`src/rtl/tst_din_regs_mc.sv`:
```
// AXI4-Lite control/status block for the multi-channel test data-in path:
// per-channel test enables, live iteration counts and coherent snapshots.
module tst_din_regs_mc #(
  parameter int unsigned C_S_AXI_ADDR_WIDTH = 12,
  parameter int unsigned C_S_AXI_DATA_WIDTH = 32,
  parameter int unsigned NCH                = 4
) (
  input  logic                            ACLK,
  input  logic                            ARESETN,
  input  logic [C_S_AXI_ADDR_WIDTH-1:0]   AWADDR,
  input  logic                            AWVALID,
  output logic                            AWREADY,
  input  logic [C_S_AXI_DATA_WIDTH-1:0]   WDATA,
  input  logic [C_S_AXI_DATA_WIDTH/8-1:0] WSTRB,
  input  logic                            WVALID,
  output logic                            WREADY,
  output logic [1:0]                      BRESP,
  output logic                            BVALID,
  input  logic                            BREADY,
  input  logic [C_S_AXI_ADDR_WIDTH-1:0]   ARADDR,
  input  logic                            ARVALID,
  output logic                            ARREADY,
  output logic [C_S_AXI_DATA_WIDTH-1:0]   RDATA,
  output logic [1:0]                      RRESP,
  output logic                            RVALID,
  input  logic                            RREADY,
  output logic [NCH-1:0]                  test_en,
  output logic                            snap_pulse,
  input  logic [32*NCH-1:0]               itecnt
);

  localparam int unsigned AW = C_S_AXI_ADDR_WIDTH;
  localparam int unsigned DW = C_S_AXI_DATA_WIDTH;
  localparam int unsigned SW = DW / 8;

  localparam logic [1:0] RD_RESET = 2'd0;
  localparam logic [1:0] RD_IDLE  = 2'd1;
  localparam logic [1:0] RD_DATA  = 2'd2;

  localparam logic [1:0]  RESP_OKAY   = 2'b00;
  localparam logic [1:0]  RESP_SLVERR = 2'b10;
  localparam logic [31:0] ID_VALUE    = {16'h7D10, 8'(NCH), 8'h02};

  localparam logic [5:0] IDX_ID      = 6'd0;
  localparam logic [5:0] IDX_CTRL    = 6'd8;
  localparam logic [5:0] IDX_CMD     = 6'd9;
  localparam logic [5:0] IDX_SNAPCNT = 6'd10;
  localparam int unsigned IDX_SNAP0  = 16;
  localparam int unsigned IDX_LIVE0  = 32;

  logic [1:0]    rd_state, rd_state_nxt;
  logic          aw_held, w_held;
  logic [AW-1:0] aw_addr_q;
  logic [DW-1:0] w_data_q;
  logic [SW-1:0] w_strb_q;
  logic          bvalid_q;
  logic [1:0]    bresp_q;
  logic [31:0]   rdata_q;
  logic [1:0]    rresp_q;
  logic [NCH-1:0] test_en_q;
  logic [31:0]   snap_q [NCH];
  logic [31:0]   snap_cnt_q;
  logic          snap_pulse_q;

  logic          init_done_c;
  logic          aw_hs_c, w_hs_c, ar_hs_c, commit_c;
  logic [AW-1:0] wr_addr_c;
  logic [DW-1:0] wr_data_c;
  logic [SW-1:0] wr_strb_c;
  logic [5:0]    wr_idx_c, rd_idx_c;
  logic          wr_err_c, wr_ctrl_c, wr_cmd_c;
  logic          snap_c, clr_c;
  logic [NCH-1:0] ctrl_nxt_c;
  logic [31:0]   rd_data_c;
  logic          rd_err_c;
  logic          unused_bits;

  // Readies stay low until the read FSM has left its reset state.
  assign init_done_c = (rd_state != RD_RESET);
  assign AWREADY     = init_done_c & ~aw_held & ~bvalid_q;
  assign WREADY      = init_done_c & ~w_held & ~bvalid_q;
  assign ARREADY     = (rd_state == RD_IDLE);
  assign RVALID      = (rd_state == RD_DATA);
  assign BVALID      = bvalid_q;
  assign BRESP       = bresp_q;
  assign RDATA       = rdata_q;
  assign RRESP       = rresp_q;
  assign test_en     = test_en_q;
  assign snap_pulse  = snap_pulse_q;

  assign aw_hs_c = AWVALID & AWREADY;
  assign w_hs_c  = WVALID & WREADY;
  assign ar_hs_c = ARVALID & ARREADY;

  // Commit in the same cycle as the later of the AW/W handshakes.
  assign commit_c  = (aw_held | aw_hs_c) & (w_held | w_hs_c) & ~bvalid_q;
  assign wr_addr_c = aw_held ? aw_addr_q : AWADDR;
  assign wr_data_c = w_held ? w_data_q : WDATA;
  assign wr_strb_c = w_held ? w_strb_q : WSTRB;
  assign wr_idx_c  = wr_addr_c[7:2];

  assign snap_c = wr_cmd_c & wr_strb_c[0] & wr_data_c[0];
  assign clr_c  = wr_cmd_c & wr_strb_c[0] & wr_data_c[1];

  assign unused_bits = ^{wr_data_c, wr_strb_c, wr_addr_c[1:0], ARADDR[1:0]};

  // Write address decode.
  always_comb begin
    wr_err_c  = 1'b1;
    wr_ctrl_c = 1'b0;
    wr_cmd_c  = 1'b0;
    if (wr_addr_c[AW-1:8] == '0) begin
      case (wr_idx_c)
        IDX_ID, IDX_SNAPCNT: wr_err_c = 1'b0;
        IDX_CTRL: begin
          wr_err_c  = 1'b0;
          wr_ctrl_c = 1'b1;
        end
        IDX_CMD: begin
          wr_err_c = 1'b0;
          wr_cmd_c = 1'b1;
        end
        default: ;
      endcase
      for (int c = 0; c < int'(NCH); c++) begin
        if (wr_idx_c == 6'(IDX_SNAP0 + c) || wr_idx_c == 6'(IDX_LIVE0 + c)) wr_err_c = 1'b0;
      end
    end
  end

  // Byte-lane merge of a CTRL write.
  always_comb begin
    ctrl_nxt_c = test_en_q;
    for (int i = 0; i < int'(NCH); i++) begin
      if (wr_strb_c[i/8]) ctrl_nxt_c[i] = wr_data_c[i];
    end
  end

  // Write channel holding, commit and register side effects.
  always_ff @(posedge ACLK or negedge ARESETN) begin
    if (!ARESETN) begin
      aw_held      <= 1'b0;
      w_held       <= 1'b0;
      aw_addr_q    <= '0;
      w_data_q     <= '0;
      w_strb_q     <= '0;
      bvalid_q     <= 1'b0;
      bresp_q      <= RESP_OKAY;
      test_en_q    <= '0;
      snap_cnt_q   <= '0;
      snap_pulse_q <= 1'b0;
      for (int c = 0; c < int'(NCH); c++) snap_q[c] <= '0;
    end else begin
      snap_pulse_q <= 1'b0;
      if (aw_hs_c) begin
        aw_held   <= 1'b1;
        aw_addr_q <= AWADDR;
      end
      if (w_hs_c) begin
        w_held   <= 1'b1;
        w_data_q <= WDATA;
        w_strb_q <= WSTRB;
      end
      if (commit_c) begin
        bvalid_q <= 1'b1;
        bresp_q  <= wr_err_c ? RESP_SLVERR : RESP_OKAY;
        if (wr_ctrl_c) test_en_q <= ctrl_nxt_c;
        if (clr_c) test_en_q <= '0;
        if (snap_c) begin
          snap_pulse_q <= 1'b1;
          snap_cnt_q   <= snap_cnt_q + 32'd1;
          for (int c = 0; c < int'(NCH); c++) snap_q[c] <= itecnt[32*c +: 32];
        end
      end else if (bvalid_q && BREADY) begin
        bvalid_q <= 1'b0;
        aw_held  <= 1'b0;
        w_held   <= 1'b0;
      end
    end
  end

  // Read address decode; LIVE values come straight from itecnt.
  always_comb begin
    rd_data_c = '0;
    rd_err_c  = 1'b1;
    rd_idx_c  = ARADDR[7:2];
    if (ARADDR[AW-1:8] == '0) begin
      case (rd_idx_c)
        IDX_ID: begin
          rd_data_c = ID_VALUE;
          rd_err_c  = 1'b0;
        end
        IDX_CTRL: begin
          rd_data_c = 32'(test_en_q);
          rd_err_c  = 1'b0;
        end
        IDX_CMD: rd_err_c = 1'b0;
        IDX_SNAPCNT: begin
          rd_data_c = snap_cnt_q;
          rd_err_c  = 1'b0;
        end
        default: ;
      endcase
      for (int c = 0; c < int'(NCH); c++) begin
        if (rd_idx_c == 6'(IDX_SNAP0 + c)) begin
          rd_data_c = snap_q[c];
          rd_err_c  = 1'b0;
        end
        if (rd_idx_c == 6'(IDX_LIVE0 + c)) begin
          rd_data_c = itecnt[32*c +: 32];
          rd_err_c  = 1'b0;
        end
      end
    end
  end

  always_ff @(posedge ACLK or negedge ARESETN) begin
    if (!ARESETN) rd_state <= RD_RESET;
    else          rd_state <= rd_state_nxt;
  end

  always_comb begin
    rd_state_nxt = rd_state;
    case (rd_state)
      RD_RESET: rd_state_nxt = RD_IDLE;
      RD_IDLE:  if (ARVALID) rd_state_nxt = RD_DATA;
      RD_DATA:  if (RREADY) rd_state_nxt = RD_IDLE;
      default:  rd_state_nxt = RD_RESET;
    endcase
  end

  // Read data/response captured at the AR handshake.
  always_ff @(posedge ACLK or negedge ARESETN) begin
    if (!ARESETN) begin
      rdata_q <= '0;
      rresp_q <= RESP_OKAY;
    end else if (ar_hs_c) begin
      rdata_q <= rd_data_c;
      rresp_q <= rd_err_c ? RESP_SLVERR : RESP_OKAY;
    end
  end

endmodule

```
`config.mk`:
```
export PLATFORM = sky130hd
export DESIGN_NAME = tst_din_regs_mc
export DESIGN_NICKNAME = d
export VERILOG_FILES = /design/src/rtl/tst_din_regs_mc.sv
export SDC_FILE = /design/constraint.sdc
export NUM_CORES = 1
export LEC_CHECK = 0
export BUFFER_PORTS_ARGS = -buffer_cell sky130_fd_sc_hd__buf_2
export CORE_MARGIN = 2
export CORE_UTILIZATION = 40
export DETAILED_ROUTE_END_ITERATION = 16
export PLACE_DENSITY = 0.7
export SYNTH_ARGS = -nofsm -noshare
export SYNTH_HDL_FRONTEND = slang
export SYNTH_SLANG_ARGS = --single-unit
```
`constraint.sdc`:
```
create_clock -name ACLK -period 2.9 [get_ports ACLK]
set_input_delay 0.58 -clock ACLK [delete_from_list [all_inputs] [get_ports ACLK]]
set_output_delay 0.58 -clock ACLK [all_outputs]
set_load 0.01 [all_outputs]
```
==> impl_metrics.yaml, run 1 <==
worst_setup_path:
  crit-reg2reg-launch: "aw_held$_DFF_PN0_"
  path_class: "reg -> reg"
  reg2reg_depth: 6
  rr_endpoint: "snap_cnt_q[8]$_DFFE_PN0P_"
  arrival_ns: 2.94
  startpoint_type: "flip-flop"
  endpoint_kind: "flip-flop"
  critPathMaxFanout: 29
  worstPathRequired_ns: 3.34
  r2r_setup_slack_ns: 0.39
cts:
  post_cts_resized: 0
  clock_sinks: 219
  cts_tree: "yes"
  cts.reportedPaths.clkPinSlew_ns: 0.06
  htreeDepth: 1
  numCtsBuffers: 25
  root_buffer: "clkbuf_16"
  clk_latency_ns: 0.52
  clk_path_buf_depth: 3
global_routing:
  grt_pass1_vias: 9596
  antenna_found_initial: 14
  grtUsageTotal_pct: 22.49
  grt_max_degree: 78
  overflow: 0
  grt_pass1_wl_mm: 54.61
synthesis:
  yosys_warnings: 0
  yosysSeqAreaShare_pct: 46.58
  synth-edff-count: 0
  postSynthAreaPerCell_sq_um: 11.31
  netlist_instances: 1040
  synthFlopType: "dfrtp_1"
  syn-cell-area_sq_mm: 0.01177
  synthArstFlopShare_pct: 100.0
  yosysUniqueCellTypes: 74
  ys_ff_latch: 219
placement:
  dp_hpwl_mm: 24.57
  dpl_worst_slack_ns: 0.2847
  placed_cell_area_sq_mm: 0.01322
  io_buffer_count: 203
  dp.cells: 1585
  place.gp.congestion: 0.9070
route:
  final_antenna_net_count: 0
  drc_errors: 0
  drtIter0Drc: 715
  vias_per_cell: 5.801
  routed_wirelength_mm: 35.00
  route.detailed.wl_per_inst_um: 21.38
  vias: 9496
  first_pass_iters: 5
timing:
  min_period_over_period_pct: 86.42
  drv_slew: 0
  setup_ws_ns: 0.3938
  setup_tns_ns: 0
  rsz0062_at_grt: "no"
  worst_pin_slew_ns: 0.7088
  whs_ns: 0.2653
  layout_min_cycle_time_ns: 2.506
  setup_viol: 0
  fmax_ghz: 0.3990
  finalHoldViolations: 0
  finClkSkew_ns: 0.01413
  relSlewSlack_pct: 52.24
hold_path:
  hold-path-endpoint: "aw_held$_DFF_PN0_"
  hold_path.class: "in -> reg"
  hold_start: "BREADY"
  holdPathStages: 2
floorplanning:
  coreArea_sq_mm: 0.02886
  fp-row-count: 62
  die_w_um: 175.5
  pin_count: 241
  fp.dieH_um: 175.5
  fp.dieArea_sq_mm: 0.03080
  initial_utilization_pct: 40.77
layout:
  nets: 1425
  drive_gt1_share_pct: 37.00
  finalInstanceArea_sq_mm: 0.01406
  fin_cells: 1637
  area_delta_synth_final_pct: 19.48
outcome:
  status: "complete, no violations"
pwr:
  ir_worst_vdd_v: 0.0003671
  p_leak_uw: 0.006973
  power_density_mw_per_mm2: 546.9
job:
  maxCapViolations: 0
synthesized netlist by cell type, drive strengths merged (3+ instances only):
cell type  count  share of area [%]
clkbuf        34                1.1
o22a           9               0.67
o31ai          9               0.57
and4           3               0.22
nand2b         4               0.21
a221oi        25                2.0
nor4b          5               0.66
mux2         146                 16
and2          10               0.53
dfrtp        219                 47
buf           45                2.5
nor4          17                1.3
a22oi         25                1.6
xnor2          4               0.30
a2bb2oi        3               0.22
a211oi         6               0.38
a221o          5               0.43
a21oi         31                1.4
nor3          24                1.4
o22ai         27                1.5
or4b           4               0.40
nand3         45                2.0
xor2          32                2.4
o211a         15                1.3
o21ai         56                2.4
a22o           8               0.60
nor2          40                1.4
o2bb2ai        4               0.30
and3          23                1.2
mux2i          9               0.77
o31a           6               0.45
o211ai        15               0.96
nand2         65                2.1
nand4         16               0.90
nor2b          5               0.27
inv            8               0.26
o221ai        14                1.0
critical path, cell delays in order (launching register included):
cell and delay, ns:
dfrtp_1 0.55, or4_1 0.61, o22ai_2 0.30, nand3_2 0.10
buf_4 0.27, nor4_1 0.36, xor2_1 0.19
cell usage in the layout (no fill, tap or decap), drive strengths merged, types with 16 or more instances in the layout:
| cell type | netlist | layout |
|---|---|---|
| a21oi | 31 | 31 |
| a221oi | 25 | 25 |
| a22oi | 25 | 25 |
| and3 | 23 | 23 |
| buf | 45 | 239 |
| clkbuf | 34 | 35 |
| dfrtp | 219 | 219 |
| mux2 | 146 | 146 |
| nand2 | 65 | 65 |
| nand3 | 45 | 45 |
| nand4 | 16 | 16 |
| nor2 | 40 | 40 |
| nor3 | 24 | 24 |
| nor4 | 17 | 17 |
| o21ai | 56 | 56 |
| o22ai | 27 | 27 |
| xor2 | 32 | 32 |
how the worst max path moves through the flow:
| stage | startpoint | to | slack (ns) | cells after the start |
|---|---|---|---|---|
| 6_report | aw_held$_DFF_PN0_ | snap_cnt_q[8]$_DFFE_PN0P_ | 0.39 | 6 |
| 5_1_grt | aw_held$_DFF_PN0_ | snap_cnt_q[25]$_DFFE_PN0P_ | 0.21 | 6 |
| 4_1_cts | aw_held$_DFF_PN0_ | snap_cnt_q[8]$_DFFE_PN0P_ | 0.39 | 6 |
| 3_5_place_dp | ARADDR[7] | RDATA[16]$_DFFE_PN0P_ | 0.28 | 7 |
| 2_1_floorplan | AWADDR[9] | snap_cnt_q[1]$_DFFE_PN0P_ | 0.69 | 6 |
| 3_3_place_gp | ARADDR[7] | RDATA[15]$_DFFE_PN0P_ | 0.37 | 7 |
metrics by stage:
step | utilization [%] | total power (uW)
2_1_floorplan | - | 4101
3_3_place_gp | 45.82 | 4535
3_5_place_dp | 45.82 | 4563
4_1_cts | 48.65 | 7747
5_1_grt | 48.67 | 8012
6_report | 48.71 | 7689
layout make-up:
cell class                 instances  area, sq um
fill                            2655        14800
antenna                            7        17.52
tap                              384        480.5
sequential                       219         5480
multi-input combinational        735         5848
timing repair buffer             240         1394
clock inverter                     9        123.9
clock buffer                      35        683.2
inverter                           8        30.03
where the power goes:
| group | total, uW | switching [uW] | internal [uW] | leakage, uW |
|---|---|---|---|---|
| logic | 1080 | 585 | 496 | 0.00357 |
| registers | 3430 | 189 | 3240 | 0.00300 |
| clock network | 3180 | 1280 | 1900 | 0.000398 |
kinds of logic (layout without fill, tap and decap cells):
group / Yosys count / in the layout / share of synthesized area (%)
xor gates and xnor gates: 36 / 36 / 2.680
and+or+nand+nor: 271 / 271 / 13.25
buffers and inverters: 87 / 292 / 3.860
other: 1 / 9 / 0.03187
adders and majority gates: 1 / 1 / 0.1063
muxes: 155 / 155 / 16.85
AOI/OAI and AO/OA: 270 / 270 / 16.64
DFF: 219 / 219 / 46.58
routing by layer:
layer / vias to the layer above / track usage (%) / wire length (um) / share of wire (%)
li1: 4333 / - / - / -
met1: 4774 / 30.08 / 15030 / 43
met2: 305 / 36.30 / 16410 / 47
met3: 70 / 5.584 / 2646 / 7.6
met4: 14 / 6.508 / 830 / 2.4
met5: - / 0 / 84 / 0.24
sequential cells by signal (all words and copies together) (netlist names), 2 cells and up:
name and flops:
RDATA 32, aw_addr_q 10, rd_state 2, snap_cnt_q 32, snap_q 128, test_en 4, w_data_q 4
what timing repair did:
item                                    4_1_cts  5_1_grt
endpoints found under the setup margin        0        0
setup buffers                                 0        0
hold endpoints to repair                     43        0
hold buffers                                  1        0
Power figures use the tool's default switching activity.
==> run 2: changes to the inputs <==
--- a/config.mk
+++ b/config.mk
@@ -10,6 +10,7 @@
 export CORE_UTILIZATION = 40
 export DETAILED_ROUTE_END_ITERATION = 16
 export PLACE_DENSITY = 0.7
+export REMOVE_ABC_BUFFERS = 1
 export SYNTH_ARGS = -nofsm -noshare
 export SYNTH_HDL_FRONTEND = slang
 export SYNTH_SLANG_ARGS = --single-unit
==> run 2 against run 1 <==
  * Routed wire length decreased by 1.0%
  * The run now ends with hold timing left
  * Sequential power about the same
  * Clock skew decreased by 0.00063 ns
  * Hold slack worse by 0.27 ns
  * Maximum frequency down 2.2%
==> impl_metrics.yaml, run 2 (same netlist as run 1, synthesis figures left out) <==
placement:
  place.gp.congestion: 0.8600
  dp.cells: 1597
  dp_hpwl_mm: 23.75
  io_buffer_count: 203
global_routing:
  grt_pass1_vias: 9579
  grt_max_degree: 85
  grt_pass1_wl_mm: 54.02
  grtUsageTotal_pct: 22.18
  antenna_found_initial: 7
  overflow: 0
layout:
  layout_commonest_cell: "dfrtp_1"
  area_delta_synth_final_pct: 20.59
  drive_gt1_share_pct: 37.76
  largest_register: "snap_q"
  fillers: 2605
  nets: 1437
  fin_cells: 1646
  largest_reg_flops: 128
  regArea_sq_mm: 0.005480
  final_cell_mix: "dfrtp_1, buf_2, mux2_2"
  multiInputGateArea_sq_mm: 0.005854
route:
  first_pass_iters: 7
  final_antenna_net_count: 0
  drtIter0Drc: 736
  routed_wirelength_mm: 34.65
  vias_per_cell: 5.866
  route.detailed.wl_per_inst_um: 21.05
  drc_errors: 0
  vias: 9656
timing:
  drv_slew: 0
  worst_pin_slew_ns: 0.7991
  rsz0062_at_grt: "no"
  min_period_over_period_pct: 88.37
  setup_tns_ns: 0
  finalHoldViolations: 1
  setup_viol: 0
  relSlewSlack_pct: 46.73
  finClkSkew_ns: 0.01350
  fmax_ghz: 0.3902
  whs_ns: -0.0008390
  layout_min_cycle_time_ns: 2.563
floorplanning:
  fp.dieH_um: 175.5
  fp.dieArea_sq_mm: 0.03080
  fp-row-count: 62
  coreArea_sq_mm: 0.02886
  pin_count: 241
  die_w_um: 175.5
  initial_utilization_pct: 40.77
cts:
  hold_buffers: 0
  clock_sinks: 219
  clk_latency_ns: 0.53
  cts_tree: "yes"
  cts.reportedPaths.clkPinSlew_ns: 0.06
  clk_path_buf_depth: 3
  htreeDepth: 1
  post_cts_resized: 0
  post_cts.repair.setup_buffers: 0
  numCtsBuffers: 26
  root_buffer: "clkbuf_16"
pwr:
  ir_worst_vdd_v: 0.0005460
  power_density_mw_per_mm2: 554.1
  p_leak_uw: 0.007053
worst_setup_path:
  critPathMaxFanout: 49
  endpoint_kind: "flip-flop"
  arrival_ns: 2.98
  path_class: "reg -> reg"
  worstPathRequired_ns: 3.31
  r2r_setup_slack_ns: 0.34
  startpoint_type: "flip-flop"
outcome:
  violations: "hold timing"
  status: "finished with violations"
job:
  maxCapViolations: 0
hold_path:
  hold_path.class: "in -> async"
==> run 2: cell count changes in the layout (fill, tap and decap cells not counted), sizes merged <==
cell and delta:
buf +12, clkbuf +6, clkinv -4, diode -3, bufinv -1, dlygate4sd3 -1
==> run 2: through the flow <==
stage	hold slack, ns	util [%]	cell area [sq um]	worst slack (ns)	power [uW]
6_report	-0.0008390	49.16	14190	0.3373	7862
5_1_grt	0.02392	49.15	14180	0.1584	8171
4_1_cts	0.008939	49.13	14180	0.3542	7917
3_5_place_dp	0.4657	46.15	13320	0.2995	4598
3_3_place_gp	0.4583	46.15	13320	0.3295	4557
2_1_floorplan	0.2844	-	11340	-2.682	4049
==> run 2: worst paths after layout <==
| kind | start | endpoint | cells past startpoint |
|---|---|---|---|
| worst max-delay path | aw_held$_DFF_PN0_ | snap_q[118]$_DFFE_PN0P_ | 5 |
| worst min register to register | snap_cnt_q[31]$_DFFE_PN0P_ | snap_cnt_q[31]$_DFFE_PN0P_ | 1 |
| worst max register to register | aw_held$_DFF_PN0_ | snap_q[118]$_DFFE_PN0P_ | 5 |
| min in group ACLK | BREADY | aw_held$_DFF_PN0_ | 2 |
| max in group asynchronous | ARESETN | snap_q[5]$_DFFE_PN0P_ | 2 |
| worst min-delay path | ARESETN | rd_state[0]$_DFFE_PN0P_ | 1 |
==> run 2: layout make-up <==
class                   count  share of cell area (%)
inverters                   8                  0.2117
diodes                      4                 0.07055
multi-input cells         735                   41.26
well taps                 384                   3.387
clock inverters             4                  0.4939
clock buffers              41                   5.556
repair buffers            251                   10.39
flip-flops and latches    219                   38.63
==> run 2: power by group <==
group          total (uW)  internal [uW]  switching, uW  leakage [uW]
logic                1130            516            618       0.00363
registers            3420           3240            182       0.00300
clock network        3310           2020           1290      0.000421
==> run 2: critical path: stages, from the launching register on <==
cell and delay, ns:
dfrtp_1 0.62, or4b_1 0.51, o22ai_2 0.32, nand4_4 0.15, buf_4 0.40, mux2_4 0.39
==> run 2: metal layers <==
metal	wire (um)	up-vias	global-route usage, %
met5	52	-	0
met4	1132	8	7.472
met3	2603	74	4.632
met2	15590	393	34.53
met1	15270	4827	30.86
li1	-	4354	-
